[config.mk]
export PLATFORM = sky130hd
export DESIGN_NAME = spi_slave_capture_monitor
export DESIGN_NICKNAME = d
export VERILOG_FILES = /design/src/rtl/spi_slave_capture_monitor.sv
export SDC_FILE = /design/constraint.sdc
export NUM_CORES = 1
export LEC_CHECK = 0
export CAP_MARGIN = 10
export CORE_ASPECT_RATIO = 0.75
export CORE_MARGIN = 4
export CORE_UTILIZATION = 55
export DETAILED_ROUTE_END_ITERATION = 16
export PLACE_DENSITY = 0.77
export SETUP_SLACK_MARGIN = 0.4
export SYNTH_ARGS = -nofsm -noshare
export SYNTH_HDL_FRONTEND = slang
export SYNTH_SLANG_ARGS = --single-unit
[constraint.sdc]
create_clock -name pclk -period 3.2 [get_ports pclk]
set_clock_uncertainty 0.2 [all_clocks]
set_input_delay 0.64 -clock pclk [delete_from_list [all_inputs] [get_ports pclk]]
set_output_delay 0.64 -clock pclk [all_outputs]
set_load 0.01 [all_outputs]
[src/rtl/spi_slave_capture_monitor.sv]
// +------------------------------------------------------------------------+
// | spi_slave_capture_monitor: oversampled SPI slave-side bus monitor that |
// | reassembles MOSI/MISO words into a first-word-fall-through FIFO.       |
// | Revision: 1.0                                                          |
// +------------------------------------------------------------------------+
`default_nettype none

module spi_slave_capture_monitor #(
  parameter int DATA_WIDTH  = 8,
  parameter int FIFO_DEPTH  = 4,
  parameter int SYNC_STAGES = 2
) (
  input  logic                            pclk,
  input  logic                            reset,
  input  logic                            cfg_cpol,
  input  logic                            cfg_cpha,
  input  logic                            cfg_lsb_first,
  input  logic [1:0]                      cfg_lanes,
  input  logic                            sclk,
  input  logic                            cs,
  input  logic [3:0]                      mosi,
  input  logic [3:0]                      miso,
  output logic                            out_valid,
  input  logic                            out_ready,
  output logic [DATA_WIDTH-1:0]           out_mosi_data,
  output logic [DATA_WIDTH-1:0]           out_miso_data,
  output logic [$clog2(DATA_WIDTH):0]     out_bit_count,
  output logic                            out_partial,
  output logic                            overflow,
  input  logic                            clear_overflow
);

  localparam int c_cw = $clog2(DATA_WIDTH) + 1;
  localparam int c_aw = $clog2(FIFO_DEPTH);
  localparam int c_ew = 2 * DATA_WIDTH + c_cw + 1;
  localparam logic [c_cw-1:0] c_dw = c_cw'(DATA_WIDTH);

  typedef enum logic [0:0] {ST_IDLE = 1'b0, ST_ACTIVE = 1'b1} state_t;

  // cs chain resets low so a cs held low through reset never looks like a falling edge
  logic [SYNC_STAGES-1:0]      r_sclk_sync, r_cs_sync;
  logic [SYNC_STAGES-1:0][3:0] r_mosi_sync, r_miso_sync;
  logic                        r_sclk_prev, r_cs_prev;

  always_ff @(posedge pclk) begin
    if (reset) begin
      r_sclk_sync <= '0;
      r_cs_sync   <= '0;
      r_mosi_sync <= '0;
      r_miso_sync <= '0;
      r_sclk_prev <= 1'b0;
      r_cs_prev   <= 1'b0;
    end else begin
      r_sclk_sync <= {r_sclk_sync[SYNC_STAGES-2:0], sclk};
      r_cs_sync   <= {r_cs_sync[SYNC_STAGES-2:0], cs};
      r_mosi_sync <= {r_mosi_sync[SYNC_STAGES-2:0], mosi};
      r_miso_sync <= {r_miso_sync[SYNC_STAGES-2:0], miso};
      r_sclk_prev <= r_sclk_sync[SYNC_STAGES-1];
      r_cs_prev   <= r_cs_sync[SYNC_STAGES-1];
    end
  end

  logic w_sclk_rise, w_sclk_fall, w_cs_rise, w_cs_fall;
  assign w_sclk_rise = r_sclk_sync[SYNC_STAGES-1] & ~r_sclk_prev;
  assign w_sclk_fall = ~r_sclk_sync[SYNC_STAGES-1] & r_sclk_prev;
  assign w_cs_rise   = r_cs_sync[SYNC_STAGES-1] & ~r_cs_prev;
  assign w_cs_fall   = ~r_cs_sync[SYNC_STAGES-1] & r_cs_prev;

  state_t r_state, w_state_nxt;
  logic   w_frame_start, w_frame_end;

  always_ff @(posedge pclk) begin
    if (reset) r_state <= ST_IDLE;
    else       r_state <= w_state_nxt;
  end

  always_comb begin
    w_state_nxt   = r_state;
    w_frame_start = 1'b0;
    w_frame_end   = 1'b0;
    case (r_state)
      ST_IDLE: if (w_cs_fall) begin
        w_state_nxt   = ST_ACTIVE;
        w_frame_start = 1'b1;
      end
      ST_ACTIVE: if (w_cs_rise) begin
        w_state_nxt = ST_IDLE;
        w_frame_end = 1'b1;
      end
      default: w_state_nxt = ST_IDLE;
    endcase
  end

  logic                  r_sample_fall, r_lsb_first;
  logic [1:0]            r_lanes;
  logic [DATA_WIDTH-1:0] r_mosi_sr, r_miso_sr;
  logic [c_cw-1:0]       r_cnt;

  logic [2:0]            w_lane_n;
  logic [3:0]            w_lane_mask;
  logic [DATA_WIDTH-1:0] w_mosi_in, w_miso_in, w_mosi_sh, w_miso_sh;
  logic [c_cw-1:0]       w_cnt_nxt, w_top_sh, w_part_sh;
  logic                  w_sample;

  always_comb begin
    w_lane_n    = 3'd1;
    w_lane_mask = 4'b0001;
    case (r_lanes)
      2'd1:    begin w_lane_n = 3'd2; w_lane_mask = 4'b0011; end
      2'd2:    begin w_lane_n = 3'd4; w_lane_mask = 4'b1111; end
      default: begin w_lane_n = 3'd1; w_lane_mask = 4'b0001; end
    endcase
  end

  assign w_sample  = (r_state == ST_ACTIVE) && !w_cs_rise &&
                     (r_sample_fall ? w_sclk_fall : w_sclk_rise);
  assign w_mosi_in = DATA_WIDTH'(r_mosi_sync[SYNC_STAGES-1] & w_lane_mask);
  assign w_miso_in = DATA_WIDTH'(r_miso_sync[SYNC_STAGES-1] & w_lane_mask);
  assign w_cnt_nxt = r_cnt + c_cw'(w_lane_n);
  assign w_top_sh  = c_dw - c_cw'(w_lane_n);
  assign w_part_sh = c_dw - r_cnt;
  // LSB-first fills from the top; MSB-first fills from the bottom
  assign w_mosi_sh = r_lsb_first ? ((r_mosi_sr >> w_lane_n) | (w_mosi_in << w_top_sh))
                                 : ((r_mosi_sr << w_lane_n) | w_mosi_in);
  assign w_miso_sh = r_lsb_first ? ((r_miso_sr >> w_lane_n) | (w_miso_in << w_top_sh))
                                 : ((r_miso_sr << w_lane_n) | w_miso_in);

  logic             r_wr_en;
  logic [c_ew-1:0]  r_wr_data;

  always_ff @(posedge pclk) begin
    if (reset) begin
      r_sample_fall <= 1'b0;
      r_lsb_first   <= 1'b0;
      r_lanes       <= 2'd0;
      r_mosi_sr     <= '0;
      r_miso_sr     <= '0;
      r_cnt         <= '0;
      r_wr_en       <= 1'b0;
      r_wr_data     <= '0;
    end else begin
      r_wr_en <= 1'b0;
      if (w_frame_start) begin
        r_sample_fall <= cfg_cpol ^ cfg_cpha;
        r_lsb_first   <= cfg_lsb_first;
        r_lanes       <= cfg_lanes;
        r_mosi_sr     <= '0;
        r_miso_sr     <= '0;
        r_cnt         <= '0;
      end else if (w_frame_end) begin
        if (r_cnt != '0) begin
          r_wr_en   <= 1'b1;
          r_wr_data <= r_lsb_first ? {1'b1, r_cnt, r_miso_sr >> w_part_sh, r_mosi_sr >> w_part_sh}
                                   : {1'b1, r_cnt, r_miso_sr, r_mosi_sr};
        end
        r_cnt <= '0;
      end else if (w_sample) begin
        if (w_cnt_nxt == c_dw) begin
          r_wr_en   <= 1'b1;
          r_wr_data <= {1'b0, c_dw, w_miso_sh, w_mosi_sh};
          r_mosi_sr <= '0;
          r_miso_sr <= '0;
          r_cnt     <= '0;
        end else begin
          r_mosi_sr <= w_mosi_sh;
          r_miso_sr <= w_miso_sh;
          r_cnt     <= w_cnt_nxt;
        end
      end
    end
  end

  logic [c_ew-1:0] r_mem [FIFO_DEPTH];
  logic [c_aw-1:0] r_wptr, r_rptr;
  logic [c_aw:0]   r_count;
  logic            w_full, w_pop, w_push_ok, w_drop;
  logic [c_ew-1:0] w_head;

  assign w_full    = (r_count == (c_aw+1)'(FIFO_DEPTH));
  assign w_pop     = out_valid & out_ready;
  // a pop in the same cycle frees the slot, so a full FIFO can still accept
  assign w_push_ok = r_wr_en & (~w_full | w_pop);
  assign w_drop    = r_wr_en & w_full & ~w_pop;

  always_ff @(posedge pclk) begin
    if (w_push_ok) r_mem[r_wptr] <= r_wr_data;
  end

  always_ff @(posedge pclk) begin
    if (reset) begin
      r_wptr   <= '0;
      r_rptr   <= '0;
      r_count  <= '0;
      overflow <= 1'b0;
    end else begin
      if (w_push_ok) r_wptr <= r_wptr + c_aw'(1);
      if (w_pop)     r_rptr <= r_rptr + c_aw'(1);
      case ({w_push_ok, w_pop})
        2'b10:   r_count <= r_count + (c_aw+1)'(1);
        2'b01:   r_count <= r_count - (c_aw+1)'(1);
        default: r_count <= r_count;
      endcase
      if (w_drop)              overflow <= 1'b1;
      else if (clear_overflow) overflow <= 1'b0;
    end
  end

  assign w_head        = r_mem[r_rptr];
  assign out_valid     = (r_count != '0);
  assign out_mosi_data = out_valid ? w_head[DATA_WIDTH-1:0] : '0;
  assign out_miso_data = out_valid ? w_head[2*DATA_WIDTH-1:DATA_WIDTH] : '0;
  assign out_bit_count = out_valid ? w_head[2*DATA_WIDTH+c_cw-1:2*DATA_WIDTH] : '0;
  assign out_partial   = out_valid & w_head[c_ew-1];

endmodule

`default_nettype wire

==> summary.txt <==
Run status
  • Status: completed

Cells and area
  • Antenna Cells: 0
  • Fraction of layout cells with a size suffix above 1: 0.236
  • Fillers: 1,030
  • Nets@finish: 840
  • Area grow syn2layout: 18.3%

GRT
  • GR peak layer: met2
  • GRT Total Usage: 0.253
  • Largest net degree at the start of global routing: 53
  • Global-route wire length before repair: 34,000 um
  • Met1 Use GR: 0.369
  • Grt ovf: 0
  • Met3 Resource Use GR: 0.0528
  • GRT met2 Usage: 0.383
  • Initial antenna violation count: 0
  • Number of global-route vias before repair: 6,274

Logic synthesis
  • Post-synth ARST share: 0
  • Count of cell types in the netlist: 75
  • Yosys reg bits: 163
  • Sequential area share after synthesis: 0.484
  • Top-count cell post-synth: edfxtp_1
  • Synth Flop Type: edfxtp_1
  • Mapped Nets: 798
  • Gate Count Post-Synth: 766
  • Dominant cell type by area after synthesis: edfxtp_1
  • Post-Syn Area: 8470 sq um
  • Synthesis Warnings: 0
  • Top post-synthesis cells by count: edfxtp_1, dfxtp_1, nor2_1
  • Synth area leaders: edfxtp_1, dfxtp_1, mux4_2
  • Post-synth top area share: 0.298
  • EDFF count, synth: 84
  • Mean post-synth cell area: 11.1 sq um

STA
  • Final setup viols: 0
  • Setup TNS: 0 ps
  • Unrepaired setup endpoints after global routing: yes
  • Max Clock Freq: 0.349 GHz
  • Final critical-path share of the clock period: 0.896
  • Worst slew pin tran: 1130 ps
  • Relative slew slack: 0.249
  • Post-layout min period: 2870 ps
  • Slew Viols, Final: 0
  • Final hold violations: 0

Clock network
  • Clock root cell: clkbuf_16
  • Count of hold-fix buffers inserted at cts: 0
  • H-tree level count: 4
  • TritonCTS clock tree: built
  • Total CTS buffers: 17
  • Clock sink count: 163
  • Clock Path Buffers: 2
  • Clock transition at path regs: 70 ps
  • Clock Latency Late Sink: 430 ps

Floorplan
  • Die height: 115 um
  • Initial core utilization: 0.573
  • Total Die Area: 17,500 sq um
  • I/O pin count: 42
  • Std-Cell Rows: 38
  • Core area: 14,800 sq um
  • Die width: 151 um

Setup path
  • Req. time, crit path: 3320 ps
  • R2R setup slack: 330 ps
  • R2R Path Start: r_lanes[0]$_SDFFE_PP0P_
  • Crit end category: register
  • Worst Path Arrival: 2980 ps
  • CP Class: reg -> reg
  • CP max FO: 7
  • R2R Path End: r_wr_data[0]$_SDFFE_PP0P_
  • Cell depth of the worst flop-to-flop path: 12
  • Startpoint Class: register

Detailed routing
  • Wire per inst: 21.0 um
  • Final WL: 21,500 um
  • 1st-iter DRT viols: 765
  • Final ANT Viol Nets: 0
  • Vias per cell: 6.35
  • 1st-pass router iterations: 6
  • Post-route DRC violation count: 0
  • DR vias: 6,484

Hold path
  • Hold path depth: 1
  • Hold path endpoint: r_mosi_sync[7]$_SDFF_PP0_
  • Worst Hold Class: reg -> reg
  • Min-delay src: r_mosi_sync[3]$_SDFF_PP0_

Place
  • Gp weighted congestion: 0.959
  • Dpl hpwl: 13,900 um
  • Number of port buffers: 41

Power and ir drop
  • P_leak: 3.37 nW
  • Total power draw: 0.00420 W
  • Power Density: 419 nW/um^2
  • Maximum vdd drop: 0.000376 V

Job
  • Max_cap viols: 0
cell type report:
| class | instances | area [sq um] | area share |
|---|---|---|---|
| multi-input combinational | 512 | 4230 | 0.422 |
| clock buffer | 17 | 425 | 0.0424 |
| clock inverter | 15 | 106 | 0.0106 |
| inverter | 21 | 85.1 | 0.00849 |
| sequential | 163 | 4120 | 0.411 |
| timing repair buffer | 93 | 811 | 0.0809 |
| tap | 200 | 250 | 0.0250 |
worst max-delay path: stages (launching register included):
cell	delay, ps
dfxtp_4	380
inv_4	40
ha_4	230
ha_4	170
ha_4	160
a21oi_4	140
buf_6	160
mux2i_4	250
a311o_1	270
a31oi_4	140
buf_6	180
or3_1	300
o311a_1	130
metrics by stage:
stage / setup slack, ps / instances / hold slack (ps) / util / cell area [sq um]
CTS: 268 / 1009 / 238 / 0.669 / 9900
detailed placement: -26.0 / 966 / 223 / 0.615 / 9100
global route: 249 / 1021 / 257 / 0.678 / 10000
floorplan: 71.2 / 766 / 214 / - / 8510
finish: 334 / 1021 / 237 / 0.678 / 10000
global placement: 160 / 966 / 219 / 0.615 / 9100
routing by layer:
layer / vias to the layer above / wire (um)
li1: 2935 / -
met1: 3156 / 9220
met2: 347 / 9900
met3: 46 / 1910
met4: 0 / 442
met5: - / 0
sequential cells by signal (all words and copies together) (netlist names), 2 cells and up, named ones only:
name         count
r_cnt            4
r_rptr           2
r_mem           84
r_miso_sync      8
r_wptr           2
r_sclk_sync      2
r_cs_sync        2
r_mosi_sr        8
r_count          3
r_lanes          2
r_mosi_sync      8
r_miso_sr        8
r_wr_data       21
placed cells by master, fill, tap and decap left out, drive strengths merged, types with 5 or more instances in the layout:
cell	instances
mux2	18
xnor2	8
and2	32
clkinv	6
nand3	15
clkinvlp	6
clkbuf	37
a21oi	36
nor3	12
a22oi	16
dfxtp	79
o21ai	34
nand2b	9
mux4	35
buf	52
nor2b	34
edfxtp	84
nand2	50
mux2i	37
nand4	6
o221ai	7
nand3b	5
inv	24
o31ai	8
xor2	6
a211oi	10
clkdlybuf4s50	19
ha	12
nor2	54
power breakdown:
group	total (W)	switching, W	internal [W]
Sequential	0.00219	0.00000872	0.00219
Combinational	0.000146	0.0000815	0.0000643
Clock	0.00185	0.000861	0.000993
Total	0.00420	0.000951	0.00324
worst max-delay path by stage:
stage / startpoint / end / slack, ps / depth (start not counted)
after floorplan: r_lanes[1]$_SDFFE_PP0P_ / r_wr_data[0]$_SDFFE_PP0P_ / 70 / 12
after global placement: r_lanes[0]$_SDFFE_PP0P_ / r_wr_data[0]$_SDFFE_PP0P_ / 160 / 10
after detailed placement: r_lanes[0]$_SDFFE_PP0P_ / r_wr_data[19]$_SDFFE_PP0P_ / -30 / 11
after CTS: register / out_mosi_data[2] / 270 / 5
after global routing: r_lanes[0]$_SDFFE_PP0P_ / r_wr_data[2]$_SDFFE_PP0P_ / 250 / 11
final: r_lanes[0]$_SDFFE_PP0P_ / r_wr_data[0]$_SDFFE_PP0P_ / 330 / 12
cells by family (layout without fill, tap and decap cells):
family | Yosys count | count (layout) | share of synthesized area
fa+ha+maj | 13 | 13 | 0.0201
xor+xnor | 14 | 14 | 0.0154
mux | 90 | 90 | 0.161
flops | 163 | 163 | 0.484
simple gates | 230 | 230 | 0.139
buf+inv | 91 | 146 | 0.0425
compound gates | 165 | 165 | 0.138
what timing repair did:
item,4_1_cts,5_1_grt
gates cloned,1,2
setup buffers,10,10
gates resized for setup,53,56
endpoints found under the setup margin,61,55
pin swaps,15,19
Note: power is estimated with default switching activity, not from simulation.
